===== src/rtl/ext_pwr_sequencer_pkg.sv =====
// Purpose: shared types for the external-domain power sequencer (state enum, control decode).
// Latency: n/a (types, constants and a pure decode function only).
// Backpressure: n/a.
package ext_pwr_seq_pkg;

  typedef enum logic [3:0] {
    ON     = 4'd0,
    PD_CG  = 4'd1,
    PD_ISO = 4'd2,
    PD_RST = 4'd3,
    PD_SW  = 4'd4,
    OFF    = 4'd5,
    PU_SW  = 4'd6,
    PU_CG  = 4'd7,
    PU_RST = 4'd8,
    PU_ISO = 4'd9
  } pwr_state_e;

  // All domain controls are active-low; powered/busy are status flags.
  typedef struct packed {
    logic switch_n;
    logic iso_n;
    logic rst_n;
    logic clkgate_en_n;
    logic powered;
    logic busy;
  } pwr_ctrl_t;

  localparam pwr_ctrl_t CTRL_ON     = '{switch_n: 1'b0, iso_n: 1'b1, rst_n: 1'b1, clkgate_en_n: 1'b1, powered: 1'b1, busy: 1'b0};
  // Same as ON but with the domain reset held, so the domain leaves reset one edge after rst_i drops.
  localparam pwr_ctrl_t CTRL_RESET  = '{switch_n: 1'b0, iso_n: 1'b1, rst_n: 1'b0, clkgate_en_n: 1'b1, powered: 1'b1, busy: 1'b0};
  localparam pwr_ctrl_t CTRL_PD_CG  = '{switch_n: 1'b0, iso_n: 1'b1, rst_n: 1'b1, clkgate_en_n: 1'b0, powered: 1'b0, busy: 1'b1};
  localparam pwr_ctrl_t CTRL_PD_ISO = '{switch_n: 1'b0, iso_n: 1'b0, rst_n: 1'b1, clkgate_en_n: 1'b0, powered: 1'b0, busy: 1'b1};
  localparam pwr_ctrl_t CTRL_PD_RST = '{switch_n: 1'b0, iso_n: 1'b0, rst_n: 1'b0, clkgate_en_n: 1'b0, powered: 1'b0, busy: 1'b1};
  localparam pwr_ctrl_t CTRL_PD_SW  = '{switch_n: 1'b1, iso_n: 1'b0, rst_n: 1'b0, clkgate_en_n: 1'b0, powered: 1'b0, busy: 1'b1};
  localparam pwr_ctrl_t CTRL_OFF    = '{switch_n: 1'b1, iso_n: 1'b0, rst_n: 1'b0, clkgate_en_n: 1'b0, powered: 1'b0, busy: 1'b0};
  localparam pwr_ctrl_t CTRL_PU_SW  = '{switch_n: 1'b0, iso_n: 1'b0, rst_n: 1'b0, clkgate_en_n: 1'b0, powered: 1'b0, busy: 1'b1};
  localparam pwr_ctrl_t CTRL_PU_CG  = '{switch_n: 1'b0, iso_n: 1'b0, rst_n: 1'b0, clkgate_en_n: 1'b1, powered: 1'b0, busy: 1'b1};
  localparam pwr_ctrl_t CTRL_PU_RST = '{switch_n: 1'b0, iso_n: 1'b0, rst_n: 1'b1, clkgate_en_n: 1'b1, powered: 1'b0, busy: 1'b1};
  localparam pwr_ctrl_t CTRL_PU_ISO = '{switch_n: 1'b0, iso_n: 1'b1, rst_n: 1'b1, clkgate_en_n: 1'b1, powered: 1'b0, busy: 1'b1};

  function automatic pwr_ctrl_t ctrl_decode(pwr_state_e s);
    case (s)
      ON:      return CTRL_ON;
      PD_CG:   return CTRL_PD_CG;
      PD_ISO:  return CTRL_PD_ISO;
      PD_RST:  return CTRL_PD_RST;
      PD_SW:   return CTRL_PD_SW;
      OFF:     return CTRL_OFF;
      PU_SW:   return CTRL_PU_SW;
      PU_CG:   return CTRL_PU_CG;
      PU_RST:  return CTRL_PU_RST;
      PU_ISO:  return CTRL_PU_ISO;
      default: return CTRL_RESET;
    endcase
  endfunction

endpackage


===== src/rtl/ext_pwr_sequencer_if.sv =====
// Purpose: control/status bundle between power-manager registers, sequencer and switch cell.
// Latency: n/a (wires only). Backpressure: none; requests are levels, ack is a level.
// Signals: pwr_off_req_i/pwr_on_req_i/err_clr_i/switch_ack_ni in; domain controls, status, state_o out.
interface ext_pwr_sequencer_if;
  logic       pwr_off_req_i;
  logic       pwr_on_req_i;
  logic       err_clr_i;
  logic       switch_ack_ni;
  logic       switch_no;
  logic       iso_no;
  logic       rst_no;
  logic       clkgate_en_no;
  logic       powered_o;
  logic       busy_o;
  logic       error_o;
  logic [3:0] state_o;

  // master: the requester / switch-cell side.
  modport master (
    output pwr_off_req_i, pwr_on_req_i, err_clr_i, switch_ack_ni,
    input  switch_no, iso_no, rst_no, clkgate_en_no, powered_o, busy_o, error_o, state_o
  );

  // slave: the sequencer.
  modport slave (
    input  pwr_off_req_i, pwr_on_req_i, err_clr_i, switch_ack_ni,
    output switch_no, iso_no, rst_no, clkgate_en_no, powered_o, busy_o, error_o, state_o
  );
endinterface


===== src/rtl/ext_pwr_sequencer_timer.sv =====
// Purpose: shared step/timeout counter; load clears to 0, then counts up and saturates.
// Latency: done_o/timeout_o are combinational from the count register.
// Backpressure: none. Ports: clk_i, rst_i, load_i in; done_o, timeout_o out.
module ext_pwr_seq_timer #(
  parameter int GAP_CYCLES  = 2,
  parameter int ACK_TIMEOUT = 64,
  parameter int CNT_W       = 8
) (
  input  logic clk_i,
  input  logic rst_i,
  input  logic load_i,
  output logic done_o,
  output logic timeout_o
);

  localparam logic [CNT_W-1:0] GAP_LAST = CNT_W'(GAP_CYCLES - 1);
  localparam logic [CNT_W-1:0] TMO_CNT  = CNT_W'(ACK_TIMEOUT);

  logic [CNT_W-1:0] cnt;

  // Saturation keeps a long-overdue ack from wrapping back onto the timeout value.
  always_ff @(posedge clk_i) begin
    if (rst_i || load_i) begin
      cnt <= '0;
    end else if (cnt != '1) begin
      cnt <= cnt + CNT_W'(1);
    end
  end

  // Count is 0 in the first cycle of a state, so GAP_CYCLES-1 marks its last cycle.
  assign done_o    = (cnt == GAP_LAST);
  assign timeout_o = (ACK_TIMEOUT != 0) && (cnt == TMO_CNT);

endmodule


===== src/rtl/ext_pwr_sequencer.sv =====
// Purpose: orders clock-gate, isolation, reset and switch controls for the external domain.
// Latency: controls change on the edge that samples the request/ack (Moore, decoded from next state).
// Backpressure: requests outside ON/OFF are dropped; switch ack is waited for indefinitely.
// Ports: clk_i, rst_i (sync, active high) plus bus (slave modport of ext_pwr_sequencer_if).
module ext_pwr_sequencer
  import ext_pwr_seq_pkg::*;
#(
  parameter int GAP_CYCLES  = 2,
  parameter int ACK_TIMEOUT = 64,
  parameter int CNT_W       = 8
) (
  input  logic                 clk_i,
  input  logic                 rst_i,
  ext_pwr_sequencer_if.slave   bus
);

  pwr_state_e state_q;
  pwr_state_e state_d;
  pwr_ctrl_t  ctrl_q;
  logic       error_q;
  logic       gap_done;
  logic       ack_tmo;
  logic       tmr_load;
  logic       tmo_hit;

  ext_pwr_seq_timer #(
    .GAP_CYCLES  (GAP_CYCLES),
    .ACK_TIMEOUT (ACK_TIMEOUT),
    .CNT_W       (CNT_W)
  ) u_timer (
    .clk_i     (clk_i),
    .rst_i     (rst_i),
    .load_i    (tmr_load),
    .done_o    (gap_done),
    .timeout_o (ack_tmo)
  );

  always_comb begin
    state_d = state_q;
    case (state_q)
      ON:      if (bus.pwr_off_req_i) state_d = PD_CG;
      PD_CG:   if (gap_done) state_d = PD_ISO;
      PD_ISO:  if (gap_done) state_d = PD_RST;
      PD_RST:  if (gap_done) state_d = PD_SW;
      PD_SW:   if (bus.switch_ack_ni) state_d = OFF;
      OFF:     if (bus.pwr_on_req_i) state_d = PU_SW;
      PU_SW:   if (!bus.switch_ack_ni) state_d = PU_CG;
      PU_CG:   if (gap_done) state_d = PU_RST;
      PU_RST:  if (gap_done) state_d = PU_ISO;
      PU_ISO:  if (gap_done) state_d = ON;
      default: state_d = ON;
    endcase
  end

  // Counter restarts from 0 on every state entry.
  assign tmr_load = (state_d != state_q);

  // A timeout only counts while still waiting, i.e. the ack did not arrive on this same edge.
  assign tmo_hit = ack_tmo && (state_q == PD_SW || state_q == PU_SW) && !tmr_load;

  always_ff @(posedge clk_i) begin
    if (rst_i) begin
      state_q <= ON;
      ctrl_q  <= CTRL_RESET;
      error_q <= 1'b0;
    end else begin
      state_q <= state_d;
      ctrl_q  <= ctrl_decode(state_d);
      if (tmo_hit) begin
        error_q <= 1'b1;
      end else if (bus.err_clr_i) begin
        error_q <= 1'b0;
      end
    end
  end

  assign bus.switch_no     = ctrl_q.switch_n;
  assign bus.iso_no        = ctrl_q.iso_n;
  assign bus.rst_no        = ctrl_q.rst_n;
  assign bus.clkgate_en_no = ctrl_q.clkgate_en_n;
  assign bus.powered_o     = ctrl_q.powered;
  assign bus.busy_o        = ctrl_q.busy;
  assign bus.error_o       = error_q;
  assign bus.state_o       = state_q;

endmodule


===== src/flat_wrapper.sv =====
// flat-port wrapper written by rule: the top's interface ports become plain ports
module ext_pwr_sequencer_flat import ext_pwr_seq_pkg::*;
#(
  parameter int GAP_CYCLES  = 2,
  parameter int ACK_TIMEOUT = 64,
  parameter int CNT_W       = 8
)
  (clk_i, rst_i, bus_pwr_off_req_i, bus_pwr_on_req_i, bus_err_clr_i, bus_switch_ack_ni, bus_switch_no, bus_iso_no, bus_rst_no, bus_clkgate_en_no, bus_powered_o, bus_busy_o, bus_error_o, bus_state_o);
  ext_pwr_sequencer_if bus_i ();
  input  logic clk_i;
  input  logic rst_i;
  input wire logic [$bits(bus_i.pwr_off_req_i)-1:0] bus_pwr_off_req_i;
  input wire logic [$bits(bus_i.pwr_on_req_i)-1:0] bus_pwr_on_req_i;
  input wire logic [$bits(bus_i.err_clr_i)-1:0] bus_err_clr_i;
  input wire logic [$bits(bus_i.switch_ack_ni)-1:0] bus_switch_ack_ni;
  output wire logic [$bits(bus_i.switch_no)-1:0] bus_switch_no;
  output wire logic [$bits(bus_i.iso_no)-1:0] bus_iso_no;
  output wire logic [$bits(bus_i.rst_no)-1:0] bus_rst_no;
  output wire logic [$bits(bus_i.clkgate_en_no)-1:0] bus_clkgate_en_no;
  output wire logic [$bits(bus_i.powered_o)-1:0] bus_powered_o;
  output wire logic [$bits(bus_i.busy_o)-1:0] bus_busy_o;
  output wire logic [$bits(bus_i.error_o)-1:0] bus_error_o;
  output wire logic [$bits(bus_i.state_o)-1:0] bus_state_o;
  assign bus_i.pwr_off_req_i = bus_pwr_off_req_i;
  assign bus_i.pwr_on_req_i = bus_pwr_on_req_i;
  assign bus_i.err_clr_i = bus_err_clr_i;
  assign bus_i.switch_ack_ni = bus_switch_ack_ni;
  assign bus_switch_no = bus_i.switch_no;
  assign bus_iso_no = bus_i.iso_no;
  assign bus_rst_no = bus_i.rst_no;
  assign bus_clkgate_en_no = bus_i.clkgate_en_no;
  assign bus_powered_o = bus_i.powered_o;
  assign bus_busy_o = bus_i.busy_o;
  assign bus_error_o = bus_i.error_o;
  assign bus_state_o = bus_i.state_o;
  ext_pwr_sequencer #(.GAP_CYCLES(GAP_CYCLES), .ACK_TIMEOUT(ACK_TIMEOUT), .CNT_W(CNT_W)) u_core (.clk_i(clk_i), .rst_i(rst_i), .bus(bus_i));
endmodule

===== config.mk =====
export PLATFORM = sky130hd
export DESIGN_NAME = ext_pwr_sequencer_flat
export DESIGN_NICKNAME = d
export VERILOG_FILES = /design/src/rtl/ext_pwr_sequencer_pkg.sv /design/src/rtl/ext_pwr_sequencer_if.sv /design/src/rtl/ext_pwr_sequencer_timer.sv /design/src/rtl/ext_pwr_sequencer.sv /design/src/flat_wrapper.sv
export SDC_FILE = /design/constraint.sdc
export NUM_CORES = 1
export LEC_CHECK = 0
export ABC_AREA = 1
export CAP_MARGIN = 20
export CORE_ASPECT_RATIO = 1.25
export CORE_UTILIZATION = 51
export DETAILED_ROUTE_END_ITERATION = 16
export PLACE_DENSITY = 0.74
export SYNTH_ARGS = -nofsm -noshare
export SYNTH_HDL_FRONTEND = slang
export SYNTH_SLANG_ARGS = --single-unit

===== constraint.sdc =====
create_clock -name clk_i -period 1.8 [get_ports clk_i]
set_clock_uncertainty 0.05 [all_clocks]
set_input_delay 0.36 -clock clk_i [delete_from_list [all_inputs] [get_ports clk_i]]
set_output_delay 0.36 -clock clk_i [all_outputs]
set_load 0.03 [all_outputs]

==> impl_metrics.env <==
export IMPL_drt_met1_wl_um=966
export IMPL_grt_pass1_wl_um=3953
export IMPL_netlist_area_sq_mm=0.001031
export IMPL_ir_worst_vdd_mv=0.5337
export IMPL_row_count=17
export IMPL_maxCapViolations=0
export IMPL_leakage_nw=0.6182
export IMPL_initial_core_util_pct=56.36
export IMPL_antenna_cells=0
export IMPL_post_drt_via_cell_ratio=5.369
export IMPL_die_h_um=52.27
export IMPL_tns_ps=0
export IMPL_fin_cells=198
export IMPL_yosysSeqAreaShare_pct=36.89
export IMPL_dp_cells=193
export IMPL_timing_rr_start="u_core.u_timer.cnt[1]"
export IMPL_setup_viol=0
export IMPL_num_io_pins=17
export IMPL_ant_nets=0
export IMPL_hpwlAfterDp_um=1847
export IMPL_path_cells="clkdlybuf4s50_1"
export IMPL_insertion_delay_ps=300
export IMPL_vias=1063
export IMPL_post_drt_wl_per_cell_um=11.86
export IMPL_synth_fp_nets=160
export IMPL_gp_congestion=0.8397
export IMPL_slowest_stage="clkdlybuf4s50_1"
export IMPL_powerDensity_mw_per_mm2=793.9
export IMPL_drtIter0Drc=20
export IMPL_outcome="finished, final reports clean"
export IMPL_overflow=0
export IMPL_syn_inst=151
export IMPL_maxSlewViolCount=0
export IMPL_drc_errors=0
export IMPL_routed_top_layer="met4"
export IMPL_muxShareOfSynthArea_pct=0
export IMPL_critPathRequiredTime_ps=1390
export IMPL_dieArea_sq_mm=0.002207
export IMPL_worst_pin_slew_ps=480.6
export IMPL_met3_length_um=67
export IMPL_cp_startpoint="u_core.bus.error_o"
export IMPL_period_minus_slack_ps=1713
export IMPL_ys_types=23
export IMPL_clock_sinks=19
export IMPL_cp_end_kind="primary output"
export IMPL_path_class="reg2out"
export IMPL_hold_viol=0
export IMPL_crit_family="buffers and inverters"
export IMPL_cts_buffer_depth=2
export IMPL_first_pass_iters=4
export IMPL_syn_to_final_growth_pct=30.10
export IMPL_fmax_mhz=583.8
export IMPL_cpPeakStageDelay_ps=670
export IMPL_worst_path_max_fanout=2
export IMPL_synth_simple_area_share_pct=39.44
export IMPL_detailedPlace_worstSlack_ps=-51.31
export IMPL_min_period_over_period_pct=95.17
export IMPL_start_kind="flip-flop"
export IMPL_ys_warn_count=0
export IMPL_synth_top_family_by_area="simple AND/OR/NAND/NOR gates"
export IMPL_root_buffer="clkbuf_4"
export IMPL_synth_avg_cell_area_sq_um=6.828
export IMPL_hp_start="u_core.bus.error_o"
export IMPL_synth_compound_area_share_pct=8.617
export IMPL_cts_tree="built"
export IMPL_cts_buffers=3
export IMPL_synth_fa_ha_area_share_pct=3.641
export IMPL_coreArea_sq_mm=0.001829
export IMPL_arrival_ps=1300
export IMPL_synthXorXnorAreaFrac_pct=3.398
export IMPL_antenna_found_initial=0
export IMPL_port_buffer_count=16
export IMPL_wl_um=2348
export IMPL_drive_above_1_share_pct=20.11
export IMPL_die_x_um=42.22
export IMPL_relSlewSlack_pct=67.54
export IMPL_cts_clk_slew_worst_paths_ps=100
export IMPL_hp_class="reg2reg"
export IMPL_fin_ws_ps=86.96
export IMPL_htree_levels=1
export IMPL_synth_seq_cells=19
export IMPL_fill_cells=165
export IMPL_grt_pass1_vias=995
export IMPL_wl_met2_um=1269
export IMPL_fin_nets=189
export IMPL_crit_buf_inv=1
export IMPL_grt_max_degree=12
export IMPL_grt_use_total_pct=23.24
layout by cell type (no fill, tap or decap), drive strengths merged:
cell,count
nand2,36
nor2,25
inv,22
dfxtp,19
nand3,14
clkdlybuf4s50,12
buf,8
a21oi,8
nand4,7
o21ai,5
nor3,4
xor2,4
dlygate4sd2,4
clkbuf,3
ha,3
nand3b,1
o21a,1
nor4,1
o41ai,1
clkinv,1
cells in the mapped netlist:
cell	number	area share, %
nand2_1	33	12
nor2_1	22	8.0
dfxtp_1	19	37
inv_1	18	6.6
nand3_1	13	6.3
a21oi_1	7	3.4
nand4_1	7	4.2
inv_2	4	1.5
nor3_1	4	1.9
o21ai_0	4	1.9
xor2_1	4	3.4
ha_1	3	3.6
nand2_2	2	1.2
nor2_2	2	1.2
a21oi_2	1	0.85
nand2_4	1	1.1
nand3_2	1	0.97
nand3b_1	1	0.73
nor2_4	1	1.1
nor4_1	1	0.61
o21a_1	1	0.73
o21ai_2	1	0.85
o41ai_1	1	0.85
what timing repair did:
item / 4_1_cts / 5_1_grt
hold buffers: 0 / 0
setup endpoints to repair: 4 / 16
pin swaps: 0 / 6
resized for setup: 4 / 16
buffers inserted: 0 / 1
flip-flops by register name (all words and copies together) (netlist names):
register / cells
u_core.bus.busy_o: 1
u_core.bus.iso_no: 1
u_core.bus.state_o: 4
u_core.bus.clkgate_en_no: 1
u_core.bus.rst_no: 1
u_core.u_timer.cnt: 8
u_core.bus.powered_o: 1
u_core.bus.error_o: 1
u_core.bus.switch_no: 1
area by class of cell:
class                      count  area [sq um]  share of cell area, %
inverter                      22         82.58                  6.157
clock inverter                 1         5.005                 0.3731
multi-input combinational    110         609.3                  45.43
sequential                    19         382.9                  28.54
timing repair buffer          24         215.2                  16.04
clock buffer                   3         22.52                  1.679
tap                           19         23.77                  1.772
report_power, final:
part	leakage [nW]	switching, W	internal (W)	total [W]
logic	0.445	0.000222	0.000141	0.000363
clock network	0.0177	0.000135	0.0000827	0.000218
registers	0.156	0.0000276	0.000457	0.000485
total	0.618	0.000384	0.000681	0.00106
cells by family after synthesis:
logic type / count (synthesis)
DFF: 19
xor gates and xnor gates: 4
adders and majority gates: 3
and+or+nand+nor: 88
AOI/OAI and AO/OA: 15
buffers and inverters: 22
through the flow:
stage           power, W  util, %  area, sq um  hold slack (ps)
2_1_floorplan  0.0007061        -         1031            382.4
3_3_place_gp   0.0008184    69.29         1267            407.3
3_5_place_dp   0.0008244    69.29         1267            415.0
4_1_cts         0.001033    70.52         1290            434.0
5_1_grt         0.001128    73.32         1341            456.4
6_report        0.001065    73.32         1341            427.0
path summary, 6_finish.rpt:
| path | end | slack [ps] | cells past startpoint |
|---|---|---|---|
| worst max-delay path | bus_error_o | 90 | 1 |
| worst min register to register | u_core.bus.error_o | 430 | 2 |
| worst max register to register | u_core.bus.busy_o | 140 | 11 |
| worst min-delay path | u_core.bus.error_o | 430 | 2 |
routing by layer:
metal  vias to the layer above  global-route usage, %
met1                       487                  22.13
li1                        549                      -
met3                         4                  4.138
met5                         -                      0
met4                         0                  7.813
met2                        23                  48.46
(Power assumes the default switching activity.)
